$ cat src/rtl/slc3_mem_arbiter.sv
// Two-port (CPU / loader) arbiter for the single SLC-3 SRAM, with one MMIO word for switches/hex.
// Optional macro ARB_RR_EN selects round-robin arbitration; otherwise the loader has fixed priority.
module slc3_mem_arbiter #(
    parameter int          WAIT_CYCLES = 2,
    parameter logic [15:0] IO_ADDR     = 16'hFFFF
) (
    input  logic        Clk,
    input  logic        Reset,
    input  logic        cpu_req,
    input  logic        cpu_we,
    input  logic [15:0] cpu_addr,
    input  logic [15:0] cpu_wdata,
    output logic [15:0] cpu_rdata,
    output logic        cpu_ack,
    input  logic        ldr_req,
    input  logic        ldr_we,
    input  logic [15:0] ldr_addr,
    input  logic [15:0] ldr_wdata,
    output logic [15:0] ldr_rdata,
    output logic        ldr_ack,
    input  logic [15:0] S,
    output logic [15:0] hex_data,
    output logic [19:0] ADDR,
    output logic [15:0] Data_to_SRAM,
    input  logic [15:0] Data_from_SRAM,
    output logic        CE,
    output logic        OE,
    output logic        WE,
    output logic        busy
);
    typedef enum logic [1:0] {IDLE, ACCESS, DONE} state_t;

    localparam logic [3:0] CNT_INIT = 4'(WAIT_CYCLES - 1);

    state_t      state_reg, state_next;
    logic        grant_reg;            // 1 = loader, 0 = CPU
    logic        we_reg;
    logic [3:0]  cnt_reg;
    logic [15:0] sram_addr_reg;
    logic [15:0] sram_wdata_reg;
    logic [15:0] hex_reg;

    logic        any_req, win, sel_we, is_io, granted_req;
    logic [15:0] sel_addr, sel_wdata;
    logic        grant_now, load_io_rd, load_sram_rd;

    assign any_req = cpu_req | ldr_req;

`ifdef ARB_RR_EN
    // Pointer names the port that wins the next tie; it flips away from each winner.
    logic ptr_reg;
    assign win = (cpu_req & ldr_req) ? ptr_reg : ldr_req;

    always_ff @(posedge Clk or negedge Reset) begin
        if (!Reset)
            ptr_reg <= 1'b1;
        else if (grant_now)
            ptr_reg <= ~win;
    end
`else
    assign win = ldr_req;
`endif

    assign sel_we      = win ? ldr_we    : cpu_we;
    assign sel_addr    = win ? ldr_addr  : cpu_addr;
    assign sel_wdata   = win ? ldr_wdata : cpu_wdata;
    assign is_io       = (sel_addr == IO_ADDR);
    assign granted_req = grant_reg ? ldr_req : cpu_req;

    assign grant_now    = (state_reg == IDLE) && any_req;
    assign load_io_rd   = grant_now && is_io && !sel_we;
    assign load_sram_rd = (state_reg == ACCESS) && (cnt_reg == 4'd0) && !we_reg;

    always_ff @(posedge Clk or negedge Reset) begin
        if (!Reset)
            state_reg <= IDLE;
        else
            state_reg <= state_next;
    end

    always_comb begin
        state_next = state_reg;
        case (state_reg)
            IDLE:    if (any_req) state_next = is_io ? DONE : ACCESS;
            ACCESS:  if (cnt_reg == 4'd0) state_next = DONE;
            DONE:    if (!granted_req) state_next = IDLE;
            default: state_next = IDLE;
        endcase
    end

    // SRAM address/data registers only change on SRAM grants, so they hold through DONE and MMIO.
    always_ff @(posedge Clk or negedge Reset) begin
        if (!Reset) begin
            grant_reg      <= 1'b0;
            we_reg         <= 1'b0;
            cnt_reg        <= 4'd0;
            sram_addr_reg  <= 16'h0000;
            sram_wdata_reg <= 16'h0000;
            hex_reg        <= 16'h0000;
        end else if (grant_now) begin
            grant_reg <= win;
            we_reg    <= sel_we;
            if (is_io) begin
                if (sel_we)
                    hex_reg <= sel_wdata;
            end else begin
                sram_addr_reg <= sel_addr;
                cnt_reg       <= CNT_INIT;
                if (sel_we)
                    sram_wdata_reg <= sel_wdata;
            end
        end else if (state_reg == ACCESS && cnt_reg != 4'd0) begin
            cnt_reg <= cnt_reg - 4'd1;
        end
    end

    generate
        for (genvar gi = 0; gi < 2; gi++) begin : g_rdata
            logic [15:0] rdata_reg;
            always_ff @(posedge Clk or negedge Reset) begin
                if (!Reset)
                    rdata_reg <= 16'h0000;
                else if (load_io_rd && win == 1'(gi))
                    rdata_reg <= S;
                else if (load_sram_rd && grant_reg == 1'(gi))
                    rdata_reg <= Data_from_SRAM;
            end
        end
    endgenerate

    assign cpu_rdata = g_rdata[0].rdata_reg;
    assign ldr_rdata = g_rdata[1].rdata_reg;

    // Controls decode straight from state so an async reset releases them immediately.
    always_comb begin
        CE      = 1'b1;
        OE      = 1'b1;
        WE      = 1'b1;
        cpu_ack = 1'b0;
        ldr_ack = 1'b0;
        if (state_reg == ACCESS) begin
            CE = 1'b0;
            OE = we_reg;
            WE = ~we_reg;
        end
        if (state_reg == DONE) begin
            cpu_ack = ~grant_reg;
            ldr_ack = grant_reg;
        end
    end

    assign busy         = (state_reg != IDLE);
    assign ADDR         = {4'h0, sram_addr_reg};
    assign Data_to_SRAM = sram_wdata_reg;
    assign hex_data     = hex_reg;

endmodule
$ cat config.mk
export PLATFORM = sky130hd
export DESIGN_NAME = slc3_mem_arbiter
export DESIGN_NICKNAME = d
export VERILOG_FILES = /design/src/rtl/slc3_mem_arbiter.sv
export SDC_FILE = /design/constraint.sdc
export NUM_CORES = 1
export LEC_CHECK = 0
export ABC_AREA = 1
export BUFFER_PORTS_ARGS = -buffer_cell sky130_fd_sc_hd__buf_2
export CAP_MARGIN = 10
export CORE_UTILIZATION = 45
export CTS_BUF_LIST = sky130_fd_sc_hd__clkbuf_8
export DETAILED_ROUTE_END_ITERATION = 10
export PLACE_DENSITY = 0.79
export REMOVE_ABC_BUFFERS = 1
export SYNTH_ARGS = -nofsm -noshare
export SYNTH_HDL_FRONTEND = slang
export SYNTH_SLANG_ARGS = --single-unit
$ cat constraint.sdc
create_clock -name Clk -period 1.91 [get_ports Clk]
set_clock_uncertainty 0.2 [all_clocks]
set_input_delay 0.382 -clock Clk [delete_from_list [all_inputs] [get_ports Clk]]
set_output_delay 0.382 -clock Clk [all_outputs]
set_load 0.05 [all_outputs]
* Word level (Yosys, flattened, before mapping)
Cells that the tools add are included.
** Word-level totals
- Flip-flop bits (word level) :: 88
- Input bits :: 102
- Output and inout port bits :: 90
- Word-level logic and storage cells :: 67
** Operators by class
- Add/subtract/negate cells :: 1
- Equal/unequal tests :: 7
- Multiplexer cells :: 21
- Bitwise gates (word level) :: 5
- Reduce and logical (&&, ||, !) cells :: 24
** Operators with widths (number)
- two-way mux 16 bit :: 6
- equality test 16 bit, second input constant :: 1
- two-way mux 4 bit :: 3
- logical AND 1 bit :: 10
- AND reduction 3 bit :: 3
- two-way mux 2 bit :: 4
- nonzero test 2 bit :: 4
- two-way mux 1 bit :: 7
- inequality test 2 bit, second input constant :: 3
- case mux 2 bit (3 select lines) :: 1
- logical NOT 4 bit :: 1
- NOT 1 bit :: 4
- AND reduction 2 bit :: 2
- nonzero test 4 bit :: 1
- subtractor 4 x 1 -> 4 bit, second input constant :: 1
- equality test 2 x 1 -> 1 bit, second input constant :: 1
- equality test 2 bit, second input constant :: 1
- logical NOT 1 bit :: 2
- logical NOT 2 bit :: 1
- inequality test 2 x 1 -> 1 bit, second input constant :: 1
- OR 1 bit :: 1

* Longest topological paths before layout
- Depth in word-level cells :: 6
- Gate-level depth with buffers :: 14
- Gate-level depth less buffers :: 11

* Worst setup path after synthesis
OpenSTA, ideal clock, no wires.
- Path type :: flip-flop to flip-flop
- Start :: register state_reg[1]
- End :: register g_rdata[1].rdata_reg[0] (netlist: ldr_rdata[0])
- Setup time :: 70 ps
- Arrival :: 2196 ps
- Required time :: 1640 ps
- Setup slack :: -556 ps
- Stages on the path, launching flop included :: 11
- Path buffers :: 1
- Clock period less this slack :: 2466 ps
- Cells stage by stage :: dfrtp_1 inv_1 nand2_1 inv_1 nand2_1 nor2_1 nand2_1 inv_1 clkbuf_1 nand2_1 nand3_1
** Between the ends
- Cells in the longest elaborated chain, start to end :: 6
- Elaborated cells between the ends (all ways) :: 11
- Those cells by class :: eq/ne: 1; mux: 1; reduce/logical: 9
** Ends and longest elaborated chain
- from (decl) :: RTL line 35 : state_t state_reg, state_next;
- from (signal assigned) :: RTL line 78 : state_reg <= state_next;
- logical NOT 2 bit :: RTL line 70 : assign grant_now = (state_reg == IDLE) && any_req;
- logical AND 1 bit :: RTL line 70
- logical AND 1 bit (2 in a row) :: RTL line 71 : assign load_io_rd = grant_now && is_io && !sel_we;
- logical AND 1 bit :: RTL line 123 : else if (load_io_rd && win == 1'(gi))
- two-way mux 16 bit / nonzero test 2 bit (equally long branches)
- to (signal assigned) :: RTL line 126 : rdata_reg <= Data_from_SRAM;
- to (decl) :: RTL line 119 : logic [15:0] rdata_reg;
Several ways; a longest one is shown, not always the timed one.
A chain may end at the register's enable or synchronous reset.

* Final worst setup path
- Start :: register state_reg[1]
- End :: output OE
** Between the ends
- Cells in the longest elaborated chain, start to end :: 2
** Ends and longest elaborated chain
- equality test 2 x 1 -> 1 bit :: RTL line 141 : if (state_reg == ACCESS) begin
- two-way mux 1 bit :: RTL line 141
- to (decl) :: RTL line 27 : output logic OE,
Every way passes these cells.

==> metrics <==
outcome finished clean; Post-Layout Cell Count 883; antenna cells 0; largest net degree at the start of global routing 89; worst path buffer plus inverter count 3; Initial Util 46.4%; Hold Path Depth 3; Root Buffer clkbuf_8; combinational family with the most area after synthesis simple AND/OR/NAND/NOR gates; Pre-Repair DR Iteration Count 5; mux cell area share after synthesis ~3.5%; Max Cap Viol 0; CTS buffer count 9; first-pass GRT wire length 20200 um; CP max FO 4; syn avg cell area 8.50 um2; Synth area leader dfrtp_1; vias in the first global route around 4300; synth top area cells dfrtp_1, nand2_1, nand3_1, nand4_1, mux2i_1; DRT iter0 DRCs 332; Max Slew Vio Count 0; Lkg Pwr 0.00343 uW; Layout Nets 848; crit path launch type flop; Layout area overhead 34.7%; Simple-Gate Fraction of Synth Area 32.6%; Setup crit end kind output pin; top cells by count, synth nand2_1, dfrtp_1, nand3_1; Crit Path Class flop to output pin; Netlist Area Pre-Place 4540 um2; GR Overflow Total 0; Post-Synth XOR/XNOR Area 0.386%; Slowest-stage cell, CP dfrtp_1; Placed Cells about 860; Die H roughly 100 um; Die Area 10500 um2; Die Width around 100 um; number of enable flip-flop cells after synthesis 0; sequential area share after synthesis 48.5%; delay-heaviest family, CP flip-flops; crit path time final between 1.5 and 2 ns; final hold violations 0; Post-Syn Instances 534; final setup TNS 0 ns; dpl hpwl 9170 um; Peak VDD IR just under 0.8 mV; final wirelength roughly 13000 um; TritonCTS clock tree done; routed vias 4559; Fill cells around 850; RSZ-0062 raised after global routing true; top-area cell type share of the netlist area between 40% and 50%; Max Clk Rate 539 MHz; Core ar. 9770 um2; Detail Route Antenna Nets 0; WP depth 5; count leader, synth nand2_1; IO buf count 187; Critical Path RT between 1 and 1.5 ns; ys flop type dfrtp_1; CTS Sinks ~90; Clock Path Buffers 2; Final period util 97.1%; Critical Path AT roughly 1.3 ns; Avg WL per Cell 14.9 um; I/O Pins 192; H-tree depth 3; Final Util approximately 63%; row count 36; endpoints failing setup 0; clk slew on worst S/H paths 0.09 ns; Hold Slack 0.0441 ns; CP Cell Sequence inv_1, nand2_1, inv_1, nand2_1, buf_6; Async SR Flop Fraction 100%; synthesized flop and latch total 88; routed vias/inst slightly above 5; synth warn 0; cells on worst reg2reg path 7; Hold WC Path Type primary input to flop; Overall Power 9200 uW; initial antenna violation count 0; clock latency at the later pin of the worst-skew pair 0.36 ns; drt drc 0; gpl congestion 0.797; CP peak stage delay 0.42 ns; Distinct cells, synth 30; power per cell area 1500 nW/um2; share of cells above drive strength 1 38.5%; adder-cell share of the synthesized area 0.276%; GRT Util Overall 25.4%; post-synthesis compound-gate area fraction 6.34%
## layout by cell type (no fill, tap or decap), drive strengths merged
cell type,netlist,routed
nor2,12,12
clkinv,0,3
dfrtp,88,88
clkinvlp,0,1
clkbuf,5,11
nand4,32,32
inv,23,23
nand2,220,221
ha,1,1
conb,1,4
a22oi,1,1
xor2,2,2
dlygate4sd3,0,1
a21oi,1,1
mux2i,16,16
o21ai,40,40
nor3,2,2
buf,30,228
nand3,60,62
bufinv,0,1
## worst reg2reg max path: cells and delay by family, from the launching register on
family	cells	cell delay (ns)
AOI/OAI and AO/OA	1	0.12
buffers and inverters	1	0.19
DFF	1	0.42
and+or+nand+nor	5	0.76
## final cells by class
| cell class | instances | area [um2] | area share, % |
|---|---|---|---|
| Clock inverter | 5 | 63.8 | 1.04 |
| Tap cell | 133 | 166 | 2.72 |
| Sequential cell | 88 | 2200 | 36.0 |
| Timing Repair Buffer | 229 | 1380 | 22.6 |
| Inverter | 23 | 98.8 | 1.62 |
| Multi-Input combinational cell | 394 | 2050 | 33.5 |
| Clock buffer | 11 | 151 | 2.48 |
## metrics by stage
stage          instance area, um2  worst slack, ns
3_3_place_gp                 5720           -0.304
3_5_place_dp                 5720           -0.369
4_1_cts                      5950          0.00530
6_report                     6110           0.0547
2_1_floorplan                4270           -0.649
5_1_grt                      6110          -0.0161
## layer usage
metal | vias up | GRT usage (%) | wire length (um) | share of wire (%)
met3 | 23 | 5.40 | 1200 | 9.1
met2 | 245 | 41.4 | 6410 | 49
met4 | 0 | 12.1 | 301 | 2.3
met5 | - | 0 | 0 | 0
met1 | 2123 | 32.4 | 5270 | 40
li1 | 2168 | - | - | -
## logic make-up (layout without fill, tap and decap cells)
family          after synthesis  count (layout)
compound gates               42              42
xor+xnor                      2               2
fa+ha+maj                     1               1
buf+inv                      58             268
flops                        88              88
mux                          16              16
other cells                   1               4
simple gates                326             329
## where the power goes
part / leakage, uW / switching, uW / internal, uW
logic: 0.00218 / 3680 / 1200
clock network: 0.000106 / 711 / 686
registers: 0.00115 / 390 / 2520
total: 0.00343 / 4790 / 4410
## path summary, 6_finish.rpt
path	slack, ns	endpoint	startpoint
max	0.05	OE	state_reg[1]$_DFFE_PN0P_
min	0.04	cpu_rdata[15]$_DFFE_PN0P_	Data_from_SRAM[15]
max reg2reg	0.11	cpu_rdata[9]$_DFFE_PN0P_	state_reg[1]$_DFFE_PN0P_
min reg2reg	0.29	hex_data[3]$_DFFE_PN0P_	hex_data[3]$_DFFE_PN0P_
max in group asynchronous	0.75	ldr_rdata[8]$_DFFE_PN0P_	Reset
min in group asynchronous	0.39	sram_addr_reg[6]$_DFFE_PN0P_	Reset
## what timing repair did
| item | in CTS | in global routing |
|---|---|---|
| resized for setup | 1 | 27 |
| gates cloned | 0 | 4 |
| hold endpoints to repair | 88 | 0 |
| pin swaps | 0 | 7 |
| endpoints found under the setup margin | 1 | 72 |
| buffers inserted | 0 | 4 |
| hold buffers | 1 | 0 |
Power figures use the tool's default switching activity.
